==> src/rtl/mem_arb_pkg.sv <==
`default_nettype none
// ============================================================================
// Module   : mem_arb_pkg
// Purpose  : Shared types for the instruction/data memory-port arbiter.
// Revision : 1.0 - initial release
// ============================================================================
package mem_arb_pkg;

  // Latched-request field widths; keep equal to the arbiter's WORD_SIZE/ADDR_BITS.
  localparam int c_WORD_SIZE = 16;
  localparam int c_ADDR_BITS = 16;

  typedef enum logic [1:0] {
    ARB_IDLE = 2'd0,
    ARB_BUSY = 2'd1,
    ARB_DONE = 2'd2
  } ArbState;

  typedef enum logic [1:0] {
    OWN_NONE  = 2'd0,
    OWN_INSTR = 2'd1,
    OWN_DATA  = 2'd2
  } ArbOwner;

  typedef struct packed {
    logic [c_ADDR_BITS-1:0] addr;
    logic [c_WORD_SIZE-1:0] wdata;
    logic                   write;
    ArbOwner                owner;
  } mem_req_t;

endpackage
`default_nettype wire

==> src/rtl/mem_arb_starve_ctr.sv <==
`default_nettype none
// ============================================================================
// Module   : mem_arb_starve_ctr
// Purpose  : Saturating count of data grants made while a fetch is waiting.
// Revision : 1.0 - initial release
// ============================================================================
module mem_arb_starve_ctr #(
  parameter int STARVE_LIMIT = 2
) (
  input  logic Clock,
  input  logic Resetn,
  input  logic instr_req,
  input  logic instr_grant,
  input  logic data_grant,
  output logic starved
);

  localparam int              c_CW    = $clog2(STARVE_LIMIT + 1);
  localparam logic [c_CW-1:0] c_LIMIT = c_CW'(STARVE_LIMIT);

  logic [c_CW-1:0] r_starve_cnt;

  always_ff @(posedge Clock or negedge Resetn) begin
    if (!Resetn) begin
      r_starve_cnt <= '0;
    end else if (!instr_req || instr_grant) begin
      r_starve_cnt <= '0;
    end else if (data_grant && (r_starve_cnt != c_LIMIT)) begin
      r_starve_cnt <= r_starve_cnt + 1'b1;
    end
  end

  assign starved = (r_starve_cnt == c_LIMIT);

endmodule
`default_nettype wire

==> src/rtl/mem_port_arbiter.sv <==
`default_nettype none
// ============================================================================
// Module   : mem_port_arbiter
// Purpose  : Shares one fixed-latency RAM between fetch and load/store ports.
// Revision : 1.0 - initial release
// ============================================================================
module mem_port_arbiter
  import mem_arb_pkg::*;
#(
  parameter int WORD_SIZE    = c_WORD_SIZE,
  parameter int ADDR_BITS    = c_ADDR_BITS,
  parameter int MEM_LATENCY  = 2,
  parameter int STARVE_LIMIT = 2
) (
  input  logic                 Clock,
  input  logic                 Resetn,
  input  logic                 InstrReq,
  input  logic [ADDR_BITS-1:0] InstrAddr,
  output logic [WORD_SIZE-1:0] InstrIn,
  output logic                 InstrDone,
  input  logic                 ReadData,
  input  logic                 WriteData,
  input  logic [ADDR_BITS-1:0] DataAddr,
  input  logic [WORD_SIZE-1:0] DataOut,
  output logic [WORD_SIZE-1:0] DataIn,
  output logic                 DataDone,
  output logic [ADDR_BITS-1:0] MemAddr,
  output logic [WORD_SIZE-1:0] MemWData,
  output logic                 MemRead,
  output logic                 MemWrite,
  input  logic [WORD_SIZE-1:0] MemRData,
  output logic [1:0]           Owner
);

  localparam int                 c_CNT_W    = $clog2(MEM_LATENCY + 1);
  localparam logic [c_CNT_W-1:0] c_CNT_LAST = c_CNT_W'(MEM_LATENCY - 1);

  ArbState            r_state;
  logic [c_CNT_W-1:0] r_cnt;
  mem_req_t           r_req;
  ArbOwner            r_owner;
  logic               r_mem_read;
  logic               r_mem_write;

  logic w_data_req;
  logic w_starved;
  logic w_grant_data;
  logic w_grant_instr;
  logic w_done_instr;
  logic w_done_data;

  assign w_data_req    = ReadData | WriteData;
  // Data normally wins; a fetch that has waited through STARVE_LIMIT data grants takes the next slot.
  assign w_grant_data  = (r_state == ARB_IDLE) && w_data_req && !(InstrReq && w_starved);
  assign w_grant_instr = (r_state == ARB_IDLE) && InstrReq && (!w_data_req || w_starved);

  mem_arb_starve_ctr #(
    .STARVE_LIMIT (STARVE_LIMIT)
  ) u_starve_ctr (
    .Clock       (Clock),
    .Resetn      (Resetn),
    .instr_req   (InstrReq),
    .instr_grant (w_grant_instr),
    .data_grant  (w_grant_data),
    .starved     (w_starved)
  );

  always_ff @(posedge Clock or negedge Resetn) begin
    if (!Resetn) begin
      r_state     <= ARB_IDLE;
      r_cnt       <= '0;
      r_req       <= '0;
      r_owner     <= OWN_NONE;
      r_mem_read  <= 1'b0;
      r_mem_write <= 1'b0;
    end else begin
      case (r_state)
        ARB_IDLE: begin
          if (w_grant_data || w_grant_instr) begin
            r_req.addr  <= w_grant_data ? DataAddr : InstrAddr;
            r_req.wdata <= w_grant_data ? DataOut : '0;
            r_req.write <= w_grant_data && WriteData;
            r_req.owner <= w_grant_data ? OWN_DATA : OWN_INSTR;
            r_owner     <= w_grant_data ? OWN_DATA : OWN_INSTR;
            r_cnt       <= '0;
            // Strobe is registered here so it is high exactly for the cnt==0 BUSY cycle.
            r_mem_read  <= !(w_grant_data && WriteData);
            r_mem_write <= w_grant_data && WriteData;
            r_state     <= ARB_BUSY;
          end
        end
        ARB_BUSY: begin
          r_mem_read  <= 1'b0;
          r_mem_write <= 1'b0;
          r_cnt       <= r_cnt + 1'b1;
          if (r_cnt == c_CNT_LAST) begin
            r_state <= ARB_DONE;
          end
        end
        ARB_DONE: begin
          r_owner <= OWN_NONE;
          r_state <= ARB_IDLE;
        end
        default: begin
          r_owner <= OWN_NONE;
          r_state <= ARB_IDLE;
        end
      endcase
    end
  end

  assign w_done_instr = (r_state == ARB_DONE) && (r_req.owner == OWN_INSTR);
  assign w_done_data  = (r_state == ARB_DONE) && (r_req.owner == OWN_DATA);

  assign MemAddr   = (r_state == ARB_BUSY) ? r_req.addr  : '0;
  assign MemWData  = (r_state == ARB_BUSY) ? r_req.wdata : '0;
  assign MemRead   = r_mem_read;
  assign MemWrite  = r_mem_write;
  assign Owner     = r_owner;

  assign InstrIn   = w_done_instr ? MemRData : '0;
  assign DataIn    = (w_done_data && !r_req.write) ? MemRData : '0;
  // Idle-high handshake: the core stalls only while its own request is outstanding.
  assign InstrDone = Resetn && (!InstrReq || w_done_instr);
  assign DataDone  = Resetn && (!w_data_req || w_done_data);

endmodule
`default_nettype wire
==> config.mk <==
export PLATFORM = sky130hd
export DESIGN_NAME = mem_port_arbiter
export DESIGN_NICKNAME = d
export VERILOG_FILES = /design/src/rtl/mem_arb_pkg.sv /design/src/rtl/mem_arb_starve_ctr.sv /design/src/rtl/mem_port_arbiter.sv
export SDC_FILE = /design/constraint.sdc
export NUM_CORES = 1
export LEC_CHECK = 0
export BUFFER_PORTS_ARGS = -buffer_cell sky130_fd_sc_hd__buf_2
export CAP_MARGIN = 15
export CORE_AREA = 2 2 78 80
export DETAILED_ROUTE_END_ITERATION = 7
export DIE_AREA = 0 0 80 82
export GPL_ROUTABILITY_DRIVEN = 0
export HOLD_SLACK_MARGIN = 0.12
export MAX_ROUTING_LAYER = met4
export PLACE_DENSITY = 0.79
export SYNTH_ARGS = -nofsm -noshare
export SYNTH_HDL_FRONTEND = slang
export SYNTH_SLANG_ARGS = --single-unit
==> constraint.sdc <==
create_clock -name Clock -period 1.9 [get_ports Clock]
set_clock_uncertainty 0.15 [all_clocks]
set_input_delay 0.19 -clock Clock [delete_from_list [all_inputs] [get_ports Clock]]
set_output_delay 0.19 -clock Clock [all_outputs]
set_load 0.005 [all_outputs]
==> impl_metrics.toml, run 1 <==
[outcome]
status = "complete, no violations"

[synth]
ys_top_cells_by_area = "sky130_fd_sc_hd__dfrtp_1 (46%), sky130_fd_sc_hd__and2_1 (17%), sky130_fd_sc_hd__a22o_1 (5.7%)"
synth.most_common_cell = "sky130_fd_sc_hd__and2_1"
post_synth_instance_area_um2 = 2460
post_synth_most_frequent_cells = "sky130_fd_sc_hd__and2_1 (65), sky130_fd_sc_hd__dfrtp_1 (45), sky130_fd_sc_hd__o21ai_0 (24)"
synth.avg_cell_area_um2 = 9.47
mappedNetlistNets = 331
synth.largest_area_cell = "sky130_fd_sc_hd__dfrtp_1"
synthCells = 260
yosys_register_bits = 45
distinct_cell_type_count_after_synthesis = 37
register_area_share_after_synthesis = 0.458
ys_dominant_reg_cell = "sky130_fd_sc_hd__dfrtp_1"
post-synth-top-area-fraction = 0.458
yosys_warnings = 0
async_reset_ff_frac = 1.00
synth-edff-count = 0

[detailed_routing]
top_signal_layer_used = "met4"
route.vias.total = 2804
routed_wirelength_mm = 8.24
routed_wirelength_normalized_by_instance_count_um = 15.4
wl_met2_mm = 4.29
drc = 0
drt_iter0_drc = 185
drt_pass1_iterations = 5
met3RoutedLength_um = 703
met1_wirelength_mm = 3.11
detail_route.vias_per_cell = 5.24
drt.antenna.violating_nets = 0

[pwr]
power.internal_mw = 3.20
p_leak_nw = 2.03
switching_share_of_power = 0.393
vdd_drop_max_uv = 754
p_switching_mw = 2.07
power_frac_clock = 0.107
power.sequential.fraction = 0.321
comb_power_share = 0.572
power.density_cell_area_nw_per_um2 = 1320

[setup_path]
critical_path_class = "reg -> out"
critPathLaunchType = "flop"
critical_path_peak_fanout = 8
cp_data_arrival_time_ns = 1.53
setup.worst_path.end_class = "output pin"
cp_cell_sequence = "nor4b_4, buf_4, and2_1, buf_2"
worst-r2r-setup-slack_ns = 0.11
worst_ep_required_time_ns = 1.56
cp_slowest_stage_delay_ns = 0.44
cell_at_the_slowest_stage_of_the_critical_path = "sky130_fd_sc_hd__dfrtp_2"

[die]
die_y_um = 82
rows = 28
floorplan.io_pins = 139
die_area_um2 = 6560
core_um2 = 5750
effective_utilization_at_floorplan = 0.428
dieWidth_um = 80

[global_route]
number_of_global_route_vias_before_repair = 2726
grt_start_max_net_pins = 23
global_route_wire_length_before_repair_mm = 12.1
grt_use_total = 0.243
grt_overflow = 0
antenna_violations_before_repair = 0

[flow_run]
drv.max_cap_violation_count = 0

[timing]
setup_repair_after_global_routing_missed_its_margin = "yes"
final-setup-viol-count = 0
min_clock_period_post_route_ns = 1.87
maximum_achievable_frequency_mhz = 534
slew_headroom = 0.680
hold_ws_ns = 0.137
layout_worst_path_cycle_share = 0.986
report.final.slew_viol_count = 0
finalSetupTns_ns = 0
finalHoldViolCount = 0
worstMarginPinSlew_ns = 0.478

[clocking]
number_of_levels_in_the_clock_h_tree = 2
cts_sink_count = 45
clk_root_buffer_cell = "sky130_fd_sc_hd__clkbuf_8"
worst_skew_pair.late_latency_ns = 0.28
total_clock_buffers_created_by_cts = 5
tritoncts_clock_tree = "built"
cts.clk_slew.worst_paths_ns = 0.09
clock_path_buffers = 2

[placement]
dp_hpwl_mm = 5.13
port-buffer-count = 138

[cells_and_area]
flow.area_growth_from_synthesis_pct = 62.7
layout-drive-gt1-share = 0.409
final_core_utilization = 0.697
antenna_cells = 0
nets = 530

[worst_hold_path]
hold_path.class = "in -> reg"
==> power by group through the flow <==
| stage | clock (mW) | sequential, mW | combinational (mW) |
|---|---|---|---|
| 2_1_floorplan | 0 | 1.60 | 1.72 |
| 3_3_place_gp | 0 | 1.69 | 2.55 |
| 3_5_place_dp | 0 | 1.70 | 2.65 |
| 4_1_cts | 0.584 | 1.67 | 2.78 |
| 5_1_grt | 0.621 | 1.76 | 3.30 |
| 6_report | 0.562 | 1.69 | 3.01 |
==> routing by layer <==
metal  up-vias  GRT usage
li1       1314          -
met1      1308      0.272
met2       168      0.443
met3        14     0.0407
met4         0     0.0780
met5         -          -
==> metrics by stage <==
stage / cell area [µm²] / cells / power [mW] / setup WS [ns]
2_1_floorplan: 2460 / 260 / 3.32 / 0.193
3_3_place_gp: 3280 / 468 / 4.24 / 0.156
3_5_place_dp: 3280 / 468 / 4.34 / 0.0880
4_1_cts: 3880 / 529 / 5.03 / 0.00815
5_1_grt: 4000 / 535 / 5.67 / -0.0581
6_report: 4000 / 535 / 5.27 / 0.0274
==> layout by cell type (no fill, tap or decap), drive strengths merged, types with 2 or more instances in the layout <==
cell type	count
or2	2
nand3	16
dlygate4sd3	51
a31oi	16
o21ai	24
ha	2
and2	65
clkbuf	6
inv	4
nand2	6
clkinv	2
nor2	6
buf	161
a21oi	21
dfrtp	45
a22o	16
or4	2
==> state kept, by name (all words and copies together) (netlist names) <==
register and cells:
MemRead 1, MemWrite 1, Owner 2, r_cnt 2, r_req 35, r_state 2, u_starve_ctr.r_starve_cnt 2
==> final cells by class <==
cell class / count / area [µm²]
tap: 75 / 93.8
timing repair buffer: 212 / 1420
fill: 446 / 1740
multi-input combinational: 191 / 1260
inverter: 4 / 15.0
clock inverter: 2 / 10.0
clock buffer: 6 / 72.6
sequential: 45 / 1130
==> cell families after synthesis <==
family,Yosys count,share of synthesized area
AOI/OAI and AO/OA,85,0.221
adders and majority gates,2,0.0102
buffers and inverters,24,0.0508
DFF,45,0.458
and+or+nand+nor,104,0.261
==> critical path: cells and delay by family, from the launching register on <==
family                 cells  cell delay, ns
DFF                        1            0.44
buffers and inverters      2            0.31
and+or+nand+nor            2            0.47
==> final timing paths <==
kind                       cells past startpoint                         start                      endpoint
setup reg to reg                               5  u_starve_ctr.r_starve_cnt[0]                     r_req[25]
hold / removal                                 3                      InstrReq  u_starve_ctr.r_starve_cnt[0]
min in group asynchronous                      3                        Resetn                     r_req[25]
max in group asynchronous                      3                        Resetn                      r_cnt[0]
setup / recovery                               4                      r_req[1]                   InstrIn[14]
hold reg to reg                                1                     r_req[18]                     r_req[18]
==> what timing repair did <==
action	4_1_cts	5_1_grt
hold buffers	51	0
setup endpoints to repair	65	72
pin swaps	0	2
setup buffers	2	4
gates cloned	0	2
resized for setup	1	22
hold endpoints to repair	79	0
No activity file was read; power rests on OpenSTA's default activity.
==> inputs of run 2 (changes only) <==
--- a/config.mk
+++ b/config.mk
@@ -5,6 +5,7 @@
 export SDC_FILE = /design/constraint.sdc
 export NUM_CORES = 1
 export LEC_CHECK = 0
+export ABC_CLOCK_PERIOD_IN_PS = 1800
 export BUFFER_PORTS_ARGS = -buffer_cell sky130_fd_sc_hd__buf_2
 export CAP_MARGIN = 15
 export CORE_AREA = 2 2 78 80
==> constraint.sdc (replaced) <==
create_clock -name Clock -period 1.8 [get_ports Clock]
set_clock_uncertainty 0.15 [all_clocks]
set_input_delay 0.18 -clock Clock [delete_from_list [all_inputs] [get_ports Clock]]
set_output_delay 0.18 -clock Clock [all_outputs]
set_load 0.005 [all_outputs]
==> impl_metrics.toml, run 2 (synthesis gave the netlist of run 1 again) <==
[outcome]
status = "complete, but fails checks"
failing_checks = "setup timing"

[placement]
post-place-cells = 471
port-buffer-count = 138
postPlaceCellArea_um2 = 3290
placement.setup.worst_slack_ns = 0.0568
dp_hpwl_mm = 5.08

[cells_and_area]
layoutNonFillerInstCount = 545
layout.cells.most_common_list = "sky130_fd_sc_hd__buf_2 (128), sky130_fd_sc_hd__and2_1 (54), sky130_fd_sc_hd__dlygate4sd3_1 (52)"
layout-drive-gt1-share = 0.449
nets = 540
layout.cells.most_common = "sky130_fd_sc_hd__buf_2"
largest_reg_flops = 35
largest-register = "r_req"
finalInstanceArea_um2 = 4230
antenna_cells = 0
flow.area_growth_from_synthesis_pct = 72.0

[setup_path]
cp_slowest_stage_delay_ns = 0.46
cp_data_arrival_time_ns = 1.51
worst_r2r_src = "r_state[0]"
worstSetupStartpoint = "r_req[1]"
critical_path_peak_fanout = 17
critPathLaunchType = "flop"
cell_at_the_slowest_stage_of_the_critical_path = "sky130_fd_sc_hd__dfrtp_2"
critical_path_class = "reg -> out"
cp_cell_sequence = "nor4b_4, buf_6, and2_1, buf_2"
worst_ep_required_time_ns = 1.47
setup.worst_path.end_class = "output pin"

[clocking]
tritoncts_clock_tree = "built"
number_of_levels_in_the_clock_h_tree = 2
worst_skew_pair.late_latency_ns = 0.30
cts_sink_count = 45
clk_root_buffer_cell = "sky130_fd_sc_hd__clkbuf_8"
cts.clk_slew.worst_paths_ns = 0.08
total_clock_buffers_created_by_cts = 5
clock_path_buffers = 2

[global_route]
global_route_wire_length_before_repair_mm = 13.1
number_of_global_route_vias_before_repair = 2818
grt_overflow = 0
antenna_violations_before_repair = 0
grt_use_total = 0.267
grt_start_max_net_pins = 24

[detailed_routing]
route.vias.total = 2957
drc = 0
detail_route.vias_per_cell = 5.43
routed_wirelength_normalized_by_instance_count_um = 16.6
routed_wirelength_mm = 9.03
drt_pass1_iterations = 5
drt_iter0_drc = 232
drt.antenna.violating_nets = 0

[timing]
worstMarginPinSlew_ns = 0.463
report.final.slew_viol_count = 0
finalHoldViolCount = 0
slew_headroom = 0.690
final-setup-viol-count = 41
maximum_achievable_frequency_mhz = 543
final_setup_slack_of_the_worst_path_ns = -0.0405
setup_repair_after_global_routing_missed_its_margin = "yes"
min_clock_period_post_route_ns = 1.84
layout_worst_path_cycle_share = 1.02

[pwr]
p_switching_mw = 2.35
power.internal_mw = 3.70
comb_power_share = 0.569
p_leak_nw = 2.11
vdd_drop_max_uv = 723
power.density_cell_area_nw_per_um2 = 1430
switching_share_of_power = 0.388
power_frac_clock = 0.134
power.sequential.fraction = 0.297

[die]
effective_utilization_at_floorplan = 0.428
dieWidth_um = 80
die_area_um2 = 6560
rows = 28
core_um2 = 5750
die_y_um = 82
floorplan.io_pins = 139

[flow_run]
drv.max_cap_violation_count = 0

[worst_hold_path]
min_from = "WriteData"
hold_path.class = "in -> reg"
## run 2: cell count changes in the layout (fill, tap and decap cells not counted), sizes merged
cell,before,now
buf,161,169
a211o,1,2
clkinv,2,0
bufinv,0,1
dlygate4sd3,51,52
clkinvlp,0,1
## run 2: worst paths after layout
| path | endpoint | slack (ns) | depth (start not counted) |
|---|---|---|---|
| min in group asynchronous | r_req[22] | 0.30 | 3 |
| worst min register to register | r_req[17] | 0.36 | 1 |
| worst max-delay path | InstrIn[12] | -0.04 | 4 |
| worst min-delay path | r_req[2] | 0.18 | 4 |
| worst max register to register | r_req[34] | 0.02 | 5 |
| max in group asynchronous | MemWrite | 0.72 | 3 |
## run 2: cell type report
class / count / area (µm²)
repair buffers: 221 / 1560
fillers: 412 / 1510
multi-input cells: 192 / 1320
flip-flops and latches: 45 / 1130
well taps: 75 / 93.8
clock buffers: 6 / 82.6
clock inverters: 2 / 37.5
inverters: 4 / 15.0
## run 2: power by group through the flow
stage	registers, mW	clock network (mW)	logic, mW
after floorplan	1.69	0	1.82
after global placement	1.79	0	2.66
after detailed placement	1.82	0	2.74
after CTS	1.79	0.820	3.15
after global routing	1.86	0.854	3.75
final	1.80	0.809	3.45
## run 2: critical path, delay by kind of cell (launching register included)
| family | cells | cell delay (ns) |
|---|---|---|
| AND/OR/NAND/NOR | 2 | 0.45 |
| flip-flops | 1 | 0.46 |
| buffers and inverters | 2 | 0.31 |
## run 2: what timing repair did
| action | in CTS | in global routing |
|---|---|---|
| pin swaps | 17 | 6 |
| gates resized for setup | 27 | 28 |
| hold buffers | 52 | 0 |
| setup buffers | 7 | 1 |
| endpoints found under the hold margin | 82 | 0 |
| gates cloned | 2 | 4 |
| endpoints found under the setup margin | 66 | 101 |
## run 2: routing by layer
| metal | global-route usage | wire length [µm] | vias up |
|---|---|---|---|
| met3 | 0.0538 | 766 | 24 |
| li1 | - | - | 1341 |
| met1 | 0.298 | 3410 | 1388 |
| met5 | - | 0 | - |
| met2 | 0.469 | 4660 | 204 |
| met4 | 0.112 | 194 | 0 |
## run 2: stage by stage
stage / setup TNS, ns / hold slack (ns) / utilization / power (mW)
after floorplan: 0 / -0.266 / - / 3.51
after global placement: 0 / -0.153 / 0.572 / 4.45
after detailed placement: 0 / -0.149 / 0.572 / 4.56
after CTS: -0.881 / 0.166 / 0.714 / 5.75
after global routing: -4.45 / 0.221 / 0.737 / 6.47
final: -0.480 / 0.180 / 0.737 / 6.05
